<file path="config.mk">
export PLATFORM = sky130hd
export DESIGN_NAME = spi_reg_slave_flat
export DESIGN_NICKNAME = d
export VERILOG_FILES = /design/src/rtl/spi_reg_slave_if.sv /design/src/rtl/spi_reg_slave.sv /design/src/flat_wrapper.sv
export SDC_FILE = /design/constraint.sdc
export NUM_CORES = 1
export LEC_CHECK = 0
export BUFFER_PORTS_ARGS = -buffer_cell sky130_fd_sc_hd__buf_2
export CAP_MARGIN = 20
export CORE_AREA = 2 2 84 86
export CTS_CLUSTER_SIZE = 8
export DETAILED_ROUTE_END_ITERATION = 12
export DIE_AREA = 0 0 86 88
export PLACE_DENSITY_LB_ADDON = 0.12
export SYNTH_ARGS = -nofsm -noshare
export SYNTH_HDL_FRONTEND = slang
export SYNTH_SLANG_ARGS = --single-unit
export TNS_END_PERCENT = 50
</file>
<file path="constraint.sdc">
create_clock -name clk -period 5.58 [get_ports clk]
set_clock_uncertainty 0.2 [all_clocks]
set_input_delay 0.558 -clock clk [delete_from_list [all_inputs] [get_ports clk]]
set_output_delay 0.558 -clock clk [all_outputs]
set_load 0.05 [all_outputs]
</file>
<file path="src/rtl/spi_reg_slave_if.sv">
// Register-bank side of spi_reg_slave: address, write strobe/data, read strobe/data.
// The SPI block is the master of this bus; the register bank is the slave.
interface spi_reg_slave_if #(
  parameter int ADDR_W = 7,
  parameter int DATA_W = 8
);
  logic [ADDR_W-1:0] addr;
  logic [DATA_W-1:0] wr_data;
  logic              wr_en;
  logic [DATA_W-1:0] rd_data;
  logic              rd_en;

  modport master (output addr, wr_data, wr_en, rd_en, input rd_data);
  modport slave  (input addr, wr_data, wr_en, rd_en, output rd_data);
endinterface

</file>
<file path="src/rtl/spi_reg_slave.sv">
// Oversampled SPI slave bridging an SPI master to a register bank (selectable CPOL/CPHA).
// Define SPI_REG_BURST_EN for auto-increment bursts; otherwise one data word per frame.
module spi_reg_slave #(
  parameter int ADDR_W      = 7,
  parameter int DATA_W      = 8,
  parameter bit CPOL        = 1'b0,
  parameter bit CPHA        = 1'b1,
  parameter int SYNC_STAGES = 2
) (
  input  logic clk,
  input  logic rst,
  input  logic sclk,
  input  logic mosi,
  input  logic cs_n,
  output logic miso,
  output logic miso_oe,
  output logic busy,
  output logic frame_err,
  spi_reg_slave_if.master reg_bus
);

`ifdef SPI_REG_BURST_EN
  localparam bit BURST = 1'b1;
`else
  localparam bit BURST = 1'b0;
`endif

  localparam int MAX_BITS = (ADDR_W + 1 > DATA_W) ? ADDR_W + 1 : DATA_W;
  localparam int CNT_W    = $clog2(MAX_BITS + 1);
  localparam logic [CNT_W-1:0] CMD_LAST  = CNT_W'(ADDR_W);
  localparam logic [CNT_W-1:0] DATA_LAST = CNT_W'(DATA_W - 1);

  localparam logic [2:0] ST_IDLE = 3'd0;
  localparam logic [2:0] ST_CMD  = 3'd1;
  localparam logic [2:0] ST_WR   = 3'd2;
  localparam logic [2:0] ST_RD   = 3'd3;
  localparam logic [2:0] ST_HOLD = 3'd4;

  logic [SYNC_STAGES-1:0] sclk_sync_reg, mosi_sync_reg, cs_sync_reg;
  logic                   sclk_prev_reg;

  logic [2:0]        state_reg;
  logic [CNT_W-1:0]  bit_cnt_reg;
  logic [ADDR_W-1:0] cmd_reg;
  logic [DATA_W-2:0] rx_reg;
  logic [DATA_W-1:0] tx_reg;
  logic [ADDR_W-1:0] addr_reg;
  logic [DATA_W-1:0] wr_data_reg;
  logic              wr_en_reg, rd_en_reg, rd_en_d_reg;
  logic              miso_reg, miso_oe_reg, busy_reg, frame_err_reg;
  logic              armed_reg;

  logic sclk_s, mosi_s, cs_s;
  logic sclk_rise, sclk_fall, lead_edge, trail_edge, sample_edge, shift_edge;
  logic word_done;
  logic [ADDR_W:0]   cmd_next;
  logic [DATA_W-1:0] rx_next;

  // Pure synchronisers: no reset, so a reset never fakes a pin edge.
  always_ff @(posedge clk) begin
    sclk_sync_reg <= {sclk_sync_reg[SYNC_STAGES-2:0], sclk};
    mosi_sync_reg <= {mosi_sync_reg[SYNC_STAGES-2:0], mosi};
    cs_sync_reg   <= {cs_sync_reg[SYNC_STAGES-2:0], cs_n};
    sclk_prev_reg <= sclk_sync_reg[SYNC_STAGES-1];
  end

  assign sclk_s      = sclk_sync_reg[SYNC_STAGES-1];
  assign mosi_s      = mosi_sync_reg[SYNC_STAGES-1];
  assign cs_s        = cs_sync_reg[SYNC_STAGES-1];
  assign sclk_rise   = sclk_s & ~sclk_prev_reg;
  assign sclk_fall   = ~sclk_s & sclk_prev_reg;
  assign lead_edge   = CPOL ? sclk_fall : sclk_rise;
  assign trail_edge  = CPOL ? sclk_rise : sclk_fall;
  assign sample_edge = CPHA ? trail_edge : lead_edge;
  assign shift_edge  = CPHA ? lead_edge : trail_edge;
  assign cmd_next    = {cmd_reg, mosi_s};
  assign rx_next     = {rx_reg, mosi_s};

  always_comb begin
    word_done = 1'b0;
    if (sample_edge) begin
      case (state_reg)
        ST_CMD:       word_done = (bit_cnt_reg == CMD_LAST);
        ST_WR, ST_RD: word_done = (bit_cnt_reg == DATA_LAST);
        default:      word_done = 1'b0;
      endcase
    end
  end

  always_ff @(posedge clk) begin
    if (rst) begin
      state_reg     <= ST_IDLE;
      bit_cnt_reg   <= '0;
      cmd_reg       <= '0;
      rx_reg        <= '0;
      tx_reg        <= '0;
      addr_reg      <= '0;
      wr_data_reg   <= '0;
      wr_en_reg     <= 1'b0;
      rd_en_reg     <= 1'b0;
      rd_en_d_reg   <= 1'b0;
      miso_reg      <= 1'b0;
      miso_oe_reg   <= 1'b0;
      busy_reg      <= 1'b0;
      frame_err_reg <= 1'b0;
      armed_reg     <= 1'b0;
    end else begin
      wr_en_reg     <= 1'b0;
      rd_en_reg     <= 1'b0;
      frame_err_reg <= 1'b0;
      rd_en_d_reg   <= rd_en_reg;
      busy_reg      <= ~cs_s;
      // A frame may only start after cs_n has been seen high since reset.
      if (cs_s) armed_reg <= 1'b1;
      if (BURST && wr_en_reg) addr_reg <= addr_reg + 1'b1;
      if (rd_en_d_reg) tx_reg <= reg_bus.rd_data;

      case (state_reg)
        ST_IDLE: begin
          if (!cs_s && armed_reg) begin
            state_reg   <= ST_CMD;
            bit_cnt_reg <= '0;
          end
        end
        ST_CMD: begin
          if (sample_edge) begin
            cmd_reg     <= cmd_next[ADDR_W-1:0];
            bit_cnt_reg <= bit_cnt_reg + 1'b1;
            if (word_done) begin
              addr_reg    <= cmd_next[ADDR_W-1:0];
              bit_cnt_reg <= '0;
              rd_en_reg   <= cmd_next[ADDR_W];
              state_reg   <= cmd_next[ADDR_W] ? ST_RD : ST_WR;
            end
          end
        end
        ST_WR: begin
          if (sample_edge) begin
            rx_reg      <= rx_next[DATA_W-2:0];
            bit_cnt_reg <= bit_cnt_reg + 1'b1;
            if (word_done) begin
              wr_data_reg <= rx_next;
              wr_en_reg   <= 1'b1;
              bit_cnt_reg <= '0;
              state_reg   <= BURST ? ST_WR : ST_HOLD;
            end
          end
        end
        ST_RD: begin
          if (shift_edge) begin
            miso_reg    <= tx_reg[DATA_W-1];
            miso_oe_reg <= 1'b1;
            tx_reg      <= tx_reg << 1;
          end
          if (sample_edge) begin
            bit_cnt_reg <= bit_cnt_reg + 1'b1;
            if (word_done) begin
              bit_cnt_reg <= '0;
              if (BURST) begin
                addr_reg  <= addr_reg + 1'b1;
                rd_en_reg <= 1'b1;
              end else begin
                state_reg   <= ST_HOLD;
                miso_reg    <= 1'b0;
                miso_oe_reg <= 1'b0;
              end
            end
          end
        end
        default: ; // ST_HOLD: ignore sclk until cs_n rises
      endcase

      // cs_n high ends any frame; a word completing this very cycle still commits.
      if (state_reg != ST_IDLE && cs_s) begin
        state_reg     <= ST_IDLE;
        bit_cnt_reg   <= '0;
        rd_en_reg     <= 1'b0;
        miso_reg      <= 1'b0;
        miso_oe_reg   <= 1'b0;
        frame_err_reg <= (bit_cnt_reg != '0) && !word_done;
      end
    end
  end

  assign miso             = miso_reg;
  assign miso_oe          = miso_oe_reg;
  assign busy             = busy_reg;
  assign frame_err        = frame_err_reg;
  assign reg_bus.addr     = addr_reg;
  assign reg_bus.wr_data  = wr_data_reg;
  assign reg_bus.wr_en    = wr_en_reg;
  assign reg_bus.rd_en    = rd_en_reg;

endmodule
</file>
<file path="src/flat_wrapper.sv">
// flat-port wrapper written by rule: the top's interface ports become plain ports
module spi_reg_slave_flat 
#(
  parameter int ADDR_W      = 7,
  parameter int DATA_W      = 8,
  parameter bit CPOL        = 1'b0,
  parameter bit CPHA        = 1'b1,
  parameter int SYNC_STAGES = 2
)
  (clk, rst, sclk, mosi, cs_n, miso, miso_oe, busy, frame_err, reg_bus_addr, reg_bus_wr_data, reg_bus_wr_en, reg_bus_rd_en, reg_bus_rd_data);
  spi_reg_slave_if #(.ADDR_W(ADDR_W), .DATA_W(DATA_W)) reg_bus_i ();
  input  logic clk;
  input  logic rst;
  input  logic sclk;
  input  logic mosi;
  input  logic cs_n;
  output logic miso;
  output logic miso_oe;
  output logic busy;
  output logic frame_err;
  output wire logic [$bits(reg_bus_i.addr)-1:0] reg_bus_addr;
  output wire logic [$bits(reg_bus_i.wr_data)-1:0] reg_bus_wr_data;
  output wire logic [$bits(reg_bus_i.wr_en)-1:0] reg_bus_wr_en;
  output wire logic [$bits(reg_bus_i.rd_en)-1:0] reg_bus_rd_en;
  input wire logic [$bits(reg_bus_i.rd_data)-1:0] reg_bus_rd_data;
  assign reg_bus_addr = reg_bus_i.addr;
  assign reg_bus_wr_data = reg_bus_i.wr_data;
  assign reg_bus_wr_en = reg_bus_i.wr_en;
  assign reg_bus_rd_en = reg_bus_i.rd_en;
  assign reg_bus_i.rd_data = reg_bus_rd_data;
  spi_reg_slave #(.ADDR_W(ADDR_W), .DATA_W(DATA_W), .CPOL(CPOL), .CPHA(CPHA), .SYNC_STAGES(SYNC_STAGES)) u_core (.clk(clk), .rst(rst), .sclk(sclk), .mosi(mosi), .cs_n(cs_n), .miso(miso), .miso_oe(miso_oe), .busy(busy), .frame_err(frame_err), .reg_bus(reg_bus_i));
endmodule
</file>
==> reports/summary.txt, run 1 <==
R2R cell count: 4
largest cells by area after synthesis: dfxtp_1 52%, mux2i_1 17%, nor2_1 7.4%
GR peak layer: met2
post-synth cell types: 39
drt wl/cell: 12.9 µm
Die ar.: 0.00757 mm²
largest family of logic cells by synthesized area: simple AND/OR/NAND/NOR gates
Reg area: 0.00118 mm²
Layout area overhead: 19.2%
crit path kind: reg2reg
mean number of vias per cell: 4.73
register area share after synthesis: 52.0%
fin crit share: 39.4%
Synth Area in Compound Gates: 8.93%
asr flop ratio synth: 0%
Slew headroom: 46.9%
fill cell count: 687
Worst Path Arrival: 2.19 ns
Tmin final: 2.20 ns
# Max-Cap Violations: 0
Final Net Count: 268
Detailed Route Iter0 Violations: 48
Final setup viols: 0
multiplexer share of the synthesized area: 16.7%
CP required: 5.57 ns
Yosys top cell by area: dfxtp_1
CTS Buffer Depth: 2
met1 Use GR: 16.8%
Fin. Hold Viols: 0
clk_lat worst skew: 0.33 ns
crit path setup slack, layout: 3.38 ns
crit-path max cell delay: 0.62 ns
drt first pass iters: 4
Mapped Area: 0.00227 mm²
Least-Margin Pin Slew: 0.796 ns
Achievable Freq: 0.454 GHz
first-pass GRT wire length: 7390 µm
GP Congestion: 0.773
initial antenna violation count: 0
min-delay worst type: reg2reg
Post-Syn Instances: 222
Slowest cell on crit path: nand4_1
initial core utilization: 34.2%
TritonCTS clock tree: yes
Worst VDD drop: 124 µV
Post-synth EDFFs: 0
Post-Place Worst Slack: 3.35 ns
Post-CTS Resized: 0
xor/xnor cell area share of the yosys netlist: 0%
leakage power: 1.17 nW
GRT overflow: 0
Residual DRC: 0
crit-path max FO: 9
CTS clk-pin slew, worst paths: 0.07 ns
adder-cell share of the synthesized area: 1.10%
outcome: complete, no violations
Avg Cell Area, Syn: 10.2 µm²
Hold Path Stages: 0
Overall Global Routing Usage: 12.8%
post-synthesis register bit count: 59
CTS Hold Buffers Added: 0
CTS HTree Levels: 3
clk sinks: 59
via count: 1598
Detailed Place HPWL: 2880 µm
DRT Wirelength: 4370 µm
number of port buffers: 33
CTS Buf Count: 9
final setup TNS: 0 ns
ANT nets after route: 0
crit path cell chain: nor2b_1, nand4_1, mux2i_1, nor2_1
Die Width: 86 µm
met2 Use GR: 18.0%
multi-input logic area: 0.00100 mm²
synth warn: 0
Max Slew Vio Count: 0
CORE AREA: 0.00664 mm²
Startpoint Class: flop
PwrDens: 332 mW/mm²
Root Driver: clkbuf_8
Synthesized Nets: 237
layout cells sized above 1: 22.1%
RSZ-0062 raised after global routing: no
ys flop type: dfxtp_1
simple-gate share of the synthesized area: 17.4%
vias in the first global route: 1549
site row count: 30
largest net degree at the start of global routing: 44
top-level I/O count: 34
die height: 88 µm
post-CTS setup buffer count: 0
grt met3 use: 4.34%
share of the synthesized area in the top cell type: 52.0%
# diodes: 0
Crit. End Element: flop
logic make-up after synthesis:
logic type | count (synthesis)
simple gates | 72
buf+inv | 20
mux | 38
fa+ha+maj | 2
flops | 59
compound gates | 31
report_power, final:
part	total (mW)	internal (mW)	switching (mW)	leakage [nW]
Combinational	0.0286	0.0112	0.0174	0.579
Sequential	0.431	0.426	0.00477	0.479
Clock	0.440	0.275	0.164	0.113
final cells by class:
| class | count | share of cell area, % |
|---|---|---|
| clock inverters | 4 | 2.68 |
| well taps | 80 | 3.70 |
| flip-flops and latches | 59 | 43.6 |
| inverters | 6 | 0.832 |
| clock buffers | 12 | 5.73 |
| repair buffers | 34 | 6.38 |
| multi-input cells | 143 | 37.0 |
metal layers:
| layer | up-vias | share of wire, % |
|---|---|---|
| li1 | 827 | - |
| met1 | 737 | 52 |
| met2 | 24 | 42 |
| met3 | 10 | 3.5 |
| met4 | 0 | 2.3 |
| met5 | - | 0 |
Yosys cell counts (2+ instances only):
| cell type | number |
|---|---|
| a211oi_1 | 7 |
| nand3_1 | 2 |
| nor3_1 | 3 |
| nor2_1 | 45 |
| buf_4 | 2 |
| nand2_1 | 2 |
| nor2b_1 | 5 |
| buf_2 | 4 |
| inv_1 | 6 |
| o21ai_0 | 5 |
| ha_1 | 2 |
| a31oi_1 | 2 |
| dfxtp_1 | 59 |
| clkbuf_1 | 7 |
| a21oi_1 | 7 |
| o21bai_1 | 3 |
| mux2i_1 | 38 |
| a22oi_1 | 2 |
placed cells by master (no fill, tap or decap), types with 5 or more instances in the layout:
cell	instances
o21ai_0	5
nor2b_1	5
mux2i_1	38
nor2_1	45
inv_1	6
buf_2	33
a211oi_1	7
clkbuf_8	11
a21oi_1	7
dfxtp_1	59
final timing paths:
| check | slack (ns) | to | from |
|---|---|---|---|
| setup / recovery | 3.38 | u_core.reg_bus.wr_data[5] | u_core.sclk_prev_reg |
| hold / removal | 0.13 | u_core.mosi_sync_reg[1] | u_core.mosi_sync_reg[0] |
| setup reg to reg | 3.38 | u_core.reg_bus.wr_data[5] | u_core.sclk_prev_reg |
| hold reg to reg | 0.13 | u_core.mosi_sync_reg[1] | u_core.mosi_sync_reg[0] |
through the flow:
step,cell area [µm²],cells,util [%],power (mW),hold WS (ns)
2_1_floorplan,2270,222,-,0.460,0.110
3_3_place_gp,2480,322,37.3,0.469,0.113
3_5_place_dp,2480,322,37.3,0.469,0.114
4_1_cts,2710,338,40.7,0.915,0.105
5_1_grt,2710,338,40.7,0.938,0.102
6_report,2710,338,40.7,0.899,0.127
critical path, delay by kind of cell (launching register included):
family	cells	cell delay, ns
simple gates	3	1.10
flops	1	0.42
mux	1	0.34
(Power assumes the default switching activity.)
==> inputs of run 2 (changes only) <==
ABC_AREA = 1   (was default)
clock period = 1.9 ns   (was 5.58 ns; I/O delays follow)
==> reports/summary.txt, run 2 <==
outcome: complete, no violations
Tmin final: 1.65 ns
vias in the first global route: 1683
grt met3 use: 4.52%
CTS Buffer Depth: 2
Worst Path Arrival: 1.71 ns
Die Width: 86 µm
Root Driver: clkbuf_8
clk_lat worst skew: 0.33 ns
min-delay worst type: in2reg
met2 Use GR: 20.0%
mean number of vias per cell: 4.58
most frequent cells in the layout: 77 x nand2_1, 59 x dfxtp_1, 40 x a21oi_1
fin crit share: 86.8%
Worst Hold End: u_core.tx_reg[1]
PwrDens: 1070 mW/mm²
crit-path max cell delay: 0.37 ns
ANT nets after route: 0
Slowest cell on crit path: dfxtp_1
crit-path max FO: 9
synth warn: 0
Post-Syn Instances: 282
CTS HTree Levels: 3
initial antenna violation count: 0
commonest non-fill, non-tap cell in the layout: nand2_1
CP required: 1.96 ns
die height: 88 µm
Pwr Total: 2.97 mW
CTS Buf Count: 9
clk sinks: 59
most frequent cell after synthesis: nand2_1
Layout area overhead: 23.1%
Mapped Area: 0.00224 mm²
R2R cell count: 7
Worst VDD drop: 423 µV
Synthesized Nets: 297
crit path kind: reg2reg
largest cells by area after synthesis: dfxtp_1 53%, nand2_1 13%, a21oi_1 8.9%
Final setup viols: 0
Post-synth EDFFs: 0
crit-path most repeated cell: nand2_1
Residual DRC: 0
post-synth cell types: 22
Final Util: 41.6%
Detailed Place HPWL: 3210 µm
Die ar.: 0.00757 mm²
drt wl/cell: 11.4 µm
layout cells sized above 1: 21.5%
worst reg2reg startpoint: u_core.bit_cnt_reg[1]
Yosys top cell by area: dfxtp_1
via count: 1883
final setup TNS: 0 ns
Post-Place Worst Slack: 0.233 ns
number of port buffers: 33
top-level I/O count: 34
Least-Margin Pin Slew: 0.442 ns
site row count: 30
initial core utilization: 33.8%
Avg Cell Area, Syn: 7.96 µm²
first-pass GRT wire length: 7810 µm
Achievable Freq: 0.607 GHz
crit path setup slack, layout: 0.251 ns
DRT Wirelength: 4670 µm
ys flop type: dfxtp_1
Hold Path Stages: 5
# diodes: 0
largest net degree at the start of global routing: 31
TritonCTS clock tree: yes
Synth top cells by count: 77 x nand2_1, 59 x dfxtp_1, 40 x a21oi_1, 18 x inv_1, 18 x nor2_1
Crit. End Element: flop
crit path cell chain: ha_1, nand3_2, inv_2, nand2_1, nor2_4, nand2_1, a21oi_1
asr flop ratio synth: 0%
share of the synthesized area in the top cell type: 52.6%
RSZ-0062 raised after global routing: no
CORE AREA: 0.00664 mm²
register area share after synthesis: 52.6%
Slew headroom: 70.5%
GP Congestion: 0.726
# Max-Cap Violations: 0
GR peak layer: met2
WHS: 0.0123 ns
Detailed Route Iter0 Violations: 58
drt first pass iters: 5
Final Net Count: 342
GRT overflow: 0
post-synthesis register bit count: 59
leakage power: 1.09 nW
Fin. Hold Viols: 0
CTS clk-pin slew, worst paths: 0.07 ns
Reg2Reg Capture Point: u_core.reg_bus.wr_data[2]
met1 Use GR: 17.4%
Max Slew Vio Count: 0
Startpoint Class: flop
Reg2Reg Setup Slack: 0.25 ns
hold wc startpoint: reg_bus_rd_data[1]
post-CTS setup buffer count: 0
Overall Global Routing Usage: 13.4%
==> run 2: changes by cell type after synthesis, sizes merged, moves of 15 or more <==
cell / previous run / this run
nand3: 2 / 17
a21oi: 8 / 40
mux2i: 38 / 1
inv: 6 / 22
nor2: 45 / 25
nand2: 2 / 81
==> run 2: worst max-delay path by stage <==
| stage | slack (ns) | cells past startpoint | startpoint | end |
|---|---|---|---|---|
| 3_3_place_gp | 0.28 | 7 | u_core.state_reg[1] | u_core.miso_oe |
| 6_report | 0.25 | 7 | u_core.bit_cnt_reg[1] | u_core.reg_bus.wr_data[2] |
| 3_5_place_dp | 0.23 | 7 | u_core.bit_cnt_reg[1] | u_core.reg_bus.wr_data[2] |
| 2_1_floorplan | 0.44 | 7 | u_core.bit_cnt_reg[1] | u_core.reg_bus.wr_data[1] |
| 5_1_grt | 0.05 | 7 | u_core.bit_cnt_reg[1] | u_core.reg_bus.wr_data[7] |
| 4_1_cts | 0.20 | 7 | u_core.bit_cnt_reg[1] | u_core.reg_bus.wr_data[2] |
==> run 2: power breakdown <==
part	internal [mW]	switching, mW	total, mW
Clock	0.762	0.488	1.25
Combinational	0.119	0.272	0.391
Sequential	1.28	0.0413	1.33
==> run 2: metrics by stage <==
stage,std cells,instance area [µm²]
finish,411,2760
global placement,391,2500
floorplan,282,2240
detailed placement,391,2500
global route,411,2760
CTS,411,2760
==> run 2: metal layers <==
layer / routed length, µm / part of all wire [%]
met2: 2040 / 44
met5: 0 / 0
met1: 2290 / 49
met3: 257 / 5.5
met4: 83 / 1.8
==> run 2: kinds of logic (layout without fill, tap and decap cells) <==
group                    count (synthesis)  after routing  share of synthesized area (%)
AO/OA/AOI/OAI                           59             59                           13.2
XOR/XNOR                                 1              1                          0.390
adder cells (fa/ha/maj)                  2              2                           1.12
buffers and inverters                   29             78                           5.19
flip-flops                              59             59                           52.6
multiplexers                             1              1                          0.446
AND/OR/NAND/NOR                        131            131                           27.0
==> run 2: repair_timing <==
item,4_1_cts,5_1_grt
resized for setup,0,0
hold endpoints to repair,5,0
hold buffers,5,0
==> run 2: critical path, delay by kind of cell (launching register included) <==
kind | cells | cell delay (ns)
and+or+nand+nor | 4 | 0.50
DFF | 1 | 0.37
adders and majority gates | 1 | 0.21
buffers and inverters | 1 | 0.17
AOI/OAI and AO/OA | 1 | 0.12
==> run 2: area by class of cell <==
cell class | count | area, µm²
fillers | 685 | 3880
flip-flops and latches | 59 | 1180
multi-input cells | 194 | 946
repair buffers | 41 | 238
clock buffers | 10 | 138
well taps | 80 | 100
inverters | 22 | 82.6
clock inverters | 5 | 77.6
==> inputs of run 3 (changes only) <==
REMOVE_ABC_BUFFERS = 1   (was default)
==> reports/summary.txt, run 3 (synthesis gave the netlist of run 2 again) <==
final setup TNS: 0 ns
vias in the first global route: 1670
crit path buf inv count: 1
Final Util: 41.6%
die height: 88 µm
# Max-Cap Violations: 0
Post-Place Worst Slack: 0.251 ns
critical path's top delay family: simple AND/OR/NAND/NOR gates
drt first pass iters: 4
crit path setup slack, layout: 0.246 ns
Die ar.: 0.00757 mm²
Layout area overhead: 23.3%
Root Driver: clkbuf_8
Slowest cell on crit path: dfxtp_1
Worst VDD drop: 415 µV
crit path cell chain: ha_1, nand3_2, inv_2, nand2_1, nor2_4, nand2_1, a21oi_1
initial antenna violation count: 0
crit-path max FO: 9
WP depth: 7
leakage power: 1.09 nW
CTS Buffer Depth: 2
min-delay worst type: in2reg
layout cells sized above 1: 21.0%
mean number of vias per cell: 4.56
CORE AREA: 0.00664 mm²
first-pass GRT wire length: 7740 µm
post-CTS setup buffer count: 0
CP required: 1.96 ns
Residual DRC: 0
Post-CTS Resized: 0
largest net degree at the start of global routing: 18
most frequent cells in the layout: 77 x nand2_1, 59 x dfxtp_1, 40 x a21oi_1
clk_lat worst skew: 0.33 ns
Worst Path Arrival: 1.72 ns
RSZ-0062 raised after global routing: no
TritonCTS clock tree: yes
CTS Hold Buffers Added: 6
Die Width: 86 µm
Max Slew Vio Count: 0
GP Congestion: 0.793
Hold Path Stages: 5
fin crit share: 87.1%
placed cell area: 0.00250 mm²
Slew headroom: 67.2%
R2R cell count: 7
top-level I/O count: 34
CTS HTree Levels: 3
crit-path most repeated cell: nand2_1
clk sinks: 59
Fin. Hold Viols: 0
Least-Margin Pin Slew: 0.491 ns
Crit. End Element: flop
ANT nets after route: 0
CTS clk-pin slew, worst paths: 0.06 ns
Achievable Freq: 0.604 GHz
crit-path max cell delay: 0.36 ns
commonest non-fill, non-tap cell in the layout: nand2_1
Design Area, Final: 0.00277 mm²
Final Net Count: 343
drt wl/cell: 11.3 µm
outcome: complete, no violations
number of port buffers: 33
Detailed Place HPWL: 3110 µm
Overall Global Routing Usage: 13.3%
# diodes: 0
crit path kind: reg2reg
site row count: 30
Detailed Route Iter0 Violations: 77
CTS Buf Count: 9
via count: 1883
Startpoint Class: flop
initial core utilization: 33.8%
PwrDens: 1060 mW/mm²
DRT Wirelength: 4660 µm
Tmin final: 1.65 ns
Final setup viols: 0
GRT overflow: 0
-- run 3: layout make-up --
cell class	count	area, µm²
well taps	80	100
inverters	22	82.6
flip-flops and latches	59	1180
multi-input cells	194	946
fillers	713	3880
clock inverters	5	77.6
clock buffers	11	131
repair buffers	42	248
-- run 3: path summary, 6_finish.rpt --
check	from	end	slack, ns
worst min register to register	u_core.cs_sync_reg[0]	u_core.cs_sync_reg[1]	0.13
worst min-delay path	reg_bus_rd_data[7]	u_core.tx_reg[7]	0.06
worst max-delay path	u_core.bit_cnt_reg[0]	u_core.reg_bus.wr_data[2]	0.25
worst max register to register	u_core.bit_cnt_reg[0]	u_core.reg_bus.wr_data[2]	0.25
-- run 3: worst register-to-register path, stage by stage (launching register included) --
cell	delay, ns
dfxtp_1	0.36
ha_1	0.22
nand3_2	0.14
inv_2	0.18
nand2_1	0.12
nor2_4	0.18
nand2_1	0.08
a21oi_1	0.12
-- run 3: layer usage --
metal | global-route usage, % | share of wire (%) | vias up
met5 | 0 | 0 | -
met4 | 6.06 | 1.5 | 0
met3 | 4.90 | 4.4 | 6
met2 | 19.5 | 42 | 34
met1 | 17.6 | 53 | 831
li1 | - | - | 1012
-- run 3: power breakdown --
group	leakage (nW)	switching [mW]	internal, mW
clock	0.103	0.478	0.735
sequential	0.479	0.0431	1.28
combinational	0.508	0.270	0.121
-- run 3: per-stage QoR --
step	power, mW	hold slack [ns]	instances
after global routing	3.09	0.0801	413
final	2.93	0.0565	413
after global placement	1.74	0.0930	391
after detailed placement	1.74	0.0948	391
after floorplan	1.63	0.0177	275
after CTS	2.97	0.0405	413
